--- config.mk ---
export PLATFORM = sky130hd
export DESIGN_NAME = if_id_skid_reg
export DESIGN_NICKNAME = d
export VERILOG_FILES = /design/src/rtl/if_id_skid_reg.sv
export SDC_FILE = /design/constraint.sdc
export NUM_CORES = 1
export LEC_CHECK = 0
export ABC_CLOCK_PERIOD_IN_PS = 4920
export BUFFER_PORTS_ARGS = -buffer_cell sky130_fd_sc_hd__buf_2
export CAP_MARGIN = 20
export CORE_MARGIN = 1
export CORE_UTILIZATION = 52
export CTS_CLUSTER_SIZE = 40
export DETAILED_ROUTE_END_ITERATION = 16
export PLACE_DENSITY = 0.79
export SLEW_MARGIN = 10
export SYNTH_ARGS = -nofsm -noshare
export SYNTH_HDL_FRONTEND = slang
export SYNTH_SLANG_ARGS = --single-unit
export TNS_END_PERCENT = 20
--- constraint.sdc ---
create_clock -name clk -period 4.92 [get_ports clk]
set_input_delay 0.984 -clock clk [delete_from_list [all_inputs] [get_ports clk]]
set_output_delay 0.984 -clock clk [all_outputs]
set_load 0.02 [all_outputs]
--- src/rtl/if_id_skid_reg.sv ---
// IF/ID pipeline register with a valid/ready handshake and a one-entry skid buffer.
// Every output comes from a register. Flush or an empty state presents a NOP bubble to decode.
module if_id_skid_reg #(
    parameter int unsigned        ADDR_W    = 32,
    parameter int unsigned        INSTR_W   = 32,
    parameter logic [INSTR_W-1:0] NOP_INSTR = '0,
    parameter logic [ADDR_W-1:0]  RESET_NPC = '0
) (
    input  logic               clk,
    input  logic               rst,
    input  logic               flush,
    input  logic               in_valid,
    output logic               in_ready,
    input  logic [ADDR_W-1:0]  npc_if,
    input  logic [INSTR_W-1:0] instr_if,
    output logic               out_valid,
    input  logic               out_ready,
    output logic [ADDR_W-1:0]  npc_id,
    output logic [INSTR_W-1:0] instr_id,
    output logic [1:0]         count
);

    // Each encoding equals the number of entries held, so count is the state register.
    typedef enum logic [1:0] {
        ST_EMPTY = 2'd0,
        ST_ONE   = 2'd1,
        ST_FULL  = 2'd2
    } state_e;

    state_e             state_q, state_d;
    logic [ADDR_W-1:0]  main_npc_q, main_npc_d;
    logic [INSTR_W-1:0] main_instr_q, main_instr_d;
    logic [ADDR_W-1:0]  skid_npc_q, skid_npc_d;
    logic [INSTR_W-1:0] skid_instr_q, skid_instr_d;
    logic               push, pop;

    assign in_ready  = (state_q != ST_FULL);
    assign out_valid = (state_q != ST_EMPTY);
    assign count     = 2'(state_q);
    assign npc_id    = main_npc_q;
    assign instr_id  = main_instr_q;

    always_comb begin
        push         = in_valid && (state_q != ST_FULL);
        pop          = out_ready && (state_q != ST_EMPTY);
        state_d      = state_q;
        main_npc_d   = main_npc_q;
        main_instr_d = main_instr_q;
        skid_npc_d   = skid_npc_q;
        skid_instr_d = skid_instr_q;

        if (flush) begin
            state_d      = ST_EMPTY;
            main_npc_d   = RESET_NPC;
            main_instr_d = NOP_INSTR;
        end else begin
            case (state_q)
                ST_EMPTY: begin
                    if (push) begin
                        state_d      = ST_ONE;
                        main_npc_d   = npc_if;
                        main_instr_d = instr_if;
                    end
                end
                ST_ONE: begin
                    if (push && pop) begin
                        main_npc_d   = npc_if;
                        main_instr_d = instr_if;
                    end else if (push) begin
                        // Decode stalled: the younger entry parks in the skid register.
                        state_d      = ST_FULL;
                        skid_npc_d   = npc_if;
                        skid_instr_d = instr_if;
                    end else if (pop) begin
                        state_d      = ST_EMPTY;
                        main_npc_d   = RESET_NPC;
                        main_instr_d = NOP_INSTR;
                    end
                end
                ST_FULL: begin
                    if (pop) begin
                        state_d      = ST_ONE;
                        main_npc_d   = skid_npc_q;
                        main_instr_d = skid_instr_q;
                    end
                end
                default: begin
                    state_d      = ST_EMPTY;
                    main_npc_d   = RESET_NPC;
                    main_instr_d = NOP_INSTR;
                end
            endcase
        end
    end

    always_ff @(posedge clk or posedge rst) begin
        if (rst) begin
            state_q      <= ST_EMPTY;
            main_npc_q   <= RESET_NPC;
            main_instr_q <= NOP_INSTR;
        end else begin
            state_q      <= state_d;
            main_npc_q   <= main_npc_d;
            main_instr_q <= main_instr_d;
        end
    end

    // The skid register is only ever observed through main, so it needs no reset.
    always_ff @(posedge clk) begin
        skid_npc_q   <= skid_npc_d;
        skid_instr_q <= skid_instr_d;
    end

endmodule

Yosys cells after proc, flatten, opt, wreduce, memory -nomap -nowiden
Index checks and enable logic that the tools add are counted.
Widths: inputs -> output; s select.
Storage, ports and cells
  flip-flop bits (word level): 130
  latch bits: 0
  RAM bits: 0
  ROM bits: 0
  input port bits: 69
  output and inout bits: 68
  word-level logic and storage cells: 43
  memories kept: 0
Cells by class
  $add $sub $neg: 0
  multiply operators: 0
  div/mod/pow operators: 0
  order comparisons: 0
  equality and inequality tests: 9
  shifts and indexed selects: 0
  mux-type cells: 19
  bitwise operators: 2
  reduce and logical (&&, ||, !) cells: 8
Operators with widths (count)
  $mux 32: 10
  $pmux 32 s3: 2
  $mux 2: 6
  $ne 4x4->1 const B: 3
  $reduce_and 4->1: 3
  $ne 3x3->1 const B: 3
  $pmux 2 s3: 1
  $logic_and 1x1->1: 3
  $eq 2x1->1 const B: 1
  $eq 2x2->1 const B: 1
  $logic_not 2->1: 1
  $ne 2x2->1 const B: 1
  $not 1->1: 2
  $reduce_bool 2->1: 1

Logic depth before layout (Yosys ltp)
  depth after elaboration: 7
  mapped depth: 6
  mapped depth without buffers: 4

Least setup slack after synthesis
No wires, ideal clock.
  kind: input port to flip-flop
  from: input port out_ready
  to: register skid_instr_q[0] (enable)
  library setup time: 486 ps
  arrival: 4023 ps
  required time: 4434 ps
  path slack: 410 ps
  cell stages on the path: 2
  buffers on the path: 0
  path through: or2_2 -> nor2_1
On the way
  cells in the longest elaborated chain, start to end: 4
Ends and longest elaborated chain
  from (decl): RTL line 17  | input logic out_ready,
  $logic_and 1x1->1: RTL line 45  | pop = out_ready && (state_q != ST_EMPTY);
  $logic_and 1x1->1: RTL line 66  | if (push && pop) begin
  $not 1->1 (no source line)
  $reduce_and 4->1 (no source line)
  to (signal assigned): RTL line 111  | skid_instr_q <= skid_instr_d;
  to (decl): RTL line 34  | logic [INSTR_W-1:0] skid_instr_q, skid_instr_d;
Every way passes these cells.
A chain may end at the register's enable or synchronous reset.

Final worst setup path
  from: register state_q[1] (netlist: count[1])
  to: output port in_ready
On the way
  cells in the longest elaborated chain, start to end: 1
Ends and longest elaborated chain
  from (decl): RTL line 30  | state_e state_q, state_d;
  from (signal assigned): RTL line 102  | state_q <= state_d;
  $ne 2x2->1: RTL line 37  | assign in_ready = (state_q != ST_FULL);
  to (decl): RTL line 13  | output logic in_ready,
Every way passes these cells.

==> metrics.cfg <==
[drt]
drt_iter0_drc=310
viasPerCell=6.229
ant_nets=0
route.vias.total=3638
drc=0
drtPass1Iterations=5
wirelength_mm=12.48
wl_per_cell_um=21.36

[job]
cap_violations=0

[placed_design]
gp_congestion=0.7709
hpwl_mm=7.130
io_buffers=136

[floorplanning]
die_area_mm2=0.01021
core_region_area_mm2=0.009371
start_util_pct=54.45
fp.dieH_um=101.1
ios=137
rows=35
die-width_um=101.1

[sta]
worst_slew_pin_slew_ns=0.8158
finalCriticalPeriod_ns=2.575
finalMaxSlewViolations=0
skew_ns=0.007598
setup_viol=0
rsz0062_at_grt=no
slew_headroom_pct=45.61
max_freq_mhz=388.4
tns_ns=0
min_period_over_period_pct=52.34
hold_violations=0

[grt]
met1_usage_pct=37.08
overflow=0
grt_max_degree=66
grt_pass1_wl_mm=19.04
antenna_found_initial=0
use_met2_pct=35.95
grt_pass1_vias=3490
grt.met3_usage_pct=6.796
top_usage_layer=met1
track_usage_pct=25.45

[synthesis]
synth_seq_cells=130
yosys.area.top_type_share_pct=37.67
yosys_most_used_dff=dfrtp_1
postSynthCellCount=313
netlist_top_cells_count=dfrtp_1 (66), a32oi_1 (64), edfxtp_1 (64)
seq_area_frac_synth_pct=70.03
async_flop_share_pct=50.77
synth_area_mm2=0.005102
synthTopCellsByArea=edfxtp_1 (38%), dfrtp_1 (32%), a32oi_1 (11%)
yosys_warnings=0
synth_largest_area_cell=edfxtp_1
postSynthAreaPerCell_um2=16.30
synth.distinct_cells=23
synth_nets=382
synth_most_common_cell=dfrtp_1
synth_edf_count=64

[worst_setup_path]
cp-start-kind=flop
rr_worst_depth=4
critical_path_class=reg -> out
cp.required_ns=3.94
critPathCaptureType=primary output
critical_path_arrival_ns=1.59
worstPathMaxFanout=8

[final_layout]
antennaDiodeCount=0
fillCellCount=643
nNetsFinal=511
final_layout_size_suffix_gt1_share_pct=42.86
area_growth_pct=28.64
final_util_pct=70.04

[cts]
postCtsHoldBufs=0
clk_latency_ns=0.52
clk_path_buf_depth=2
cts_root_buffer=clkbuf_8
postCtsSetupBuffers=0
clkTransAtPathRegs_ns=0.06
cts_buffers=17
cts_sinks=130
htree_levels=4
cts_tree=done
cts_resized=0

[worst_hold_path]
min_path_type=in -> async

[power]
swShare_pct=23.51
p_comb_share_pct=10.3
clock_power_share_pct=48.6
p_switching_uw=702.3
p_int_uw=2285
p_leak_uw=0.002708
ir_drop_mv=0.2815
p_seq_share_pct=41.1
p_per_area_mw_per_mm2=455.1

[status]
outcome=completed

## routing by layer
layer  wire length (µm)  up-vias
li1                   -     1582
met5                  0        -
met1               5409     1819
met2               5765      215
met4                272        0
met3               1027       22
## kinds of logic after synthesis
family,Yosys count,share of synthesized area [%]
AO/OA/AOI/OAI,134,24.60
AND/OR/NAND/NOR,9,0.9562
multiplexers,2,0.4904
flip-flops,130,70.03
buffers and inverters,38,3.923
## placed cells by master, fill, tap and decap left out
cell,instances
a21bo_2,1
a21oi_1,2
a32oi_1,64
a32oi_4,1
and2b_2,1
buf_12,2
buf_16,1
buf_2,136
buf_4,5
bufinv_16,7
clkbuf_1,2
clkbuf_16,16
clkbuf_8,1
clkinv_4,2
clkinvlp_4,4
dfrtp_1,66
edfxtp_1,64
inv_1,2
inv_2,2
mux2_4,1
mux2i_1,1
nand2_1,1
nand3_1,1
nor2_1,2
nor2_4,1
o21a_1,1
o2bb2ai_1,54
o2bb2ai_2,10
o32ai_4,1
or2_2,2
or3b_2,1
## path summary, 6_finish.rpt
kind	from	to	slack, ns
max	count[1]$_DFFE_PP0P_	in_ready	2.35
min	rst	npc_id[9]$_DFFE_PP0P_	0.38
max reg2reg	count[1]$_DFFE_PP0P_	skid_instr_q[25]$_DFFE_PP_	2.41
min reg2reg	instr_id[13]$_DFFE_PP0P_	instr_id[13]$_DFFE_PP0P_	0.48
max in group asynchronous	rst	npc_id[30]$_DFFE_PP0P_	3.99
min in group clk	instr_id[13]$_DFFE_PP0P_	instr_id[13]$_DFFE_PP0P_	0.48
## final cells by class
| class | instances | area, µm² | share of cell area [%] |
|---|---|---|---|
| Clock buffer | 19 | 421.7 | 6.424 |
| Clock inverter | 13 | 257.7 | 3.927 |
| Inverter | 4 | 15.01 | 0.2287 |
| Multi-Input combinational cell | 145 | 1349 | 20.55 |
| Sequential cell | 130 | 3573 | 54.44 |
| Tap cell | 129 | 161.4 | 2.459 |
| Timing Repair Buffer | 144 | 785.8 | 11.97 |
## power by group through the flow
stage	Sequential, µW	Clock, µW	Combinational (µW)
after floorplan	1300	0	137
after global placement	1250	0	293
after detailed placement	1250	0	303
after CTS	1230	1470	305
after global routing	1230	1520	330
final	1230	1450	308
## worst max-delay path: stages, from the launching register on
cell	delay, ns
dfrtp_1	0.49
and2b_2	0.26
inv_1	0.13
buf_2	0.19
## stage by stage
step	total power (µW)	hold slack, ns	std cells	area (µm²)	setup slack [ns]
2_1_floorplan	1433	0.5021	313	5102	0.4102
3_3_place_gp	1539	0.4681	549	5817	2.180
3_5_place_dp	1550	0.4685	550	5837	2.105
4_1_cts	3000	0.4884	582	6516	2.075
5_1_grt	3079	0.3688	584	6564	2.265
6_report	2987	0.3803	584	6564	2.345
## registers in the layout, summed over array words and instances, names as in the netlist
register      cells
count             2
skid_instr_q     32
npc_id           32
instr_id         32
skid_npc_q       32
(Power assumes the default switching activity.)
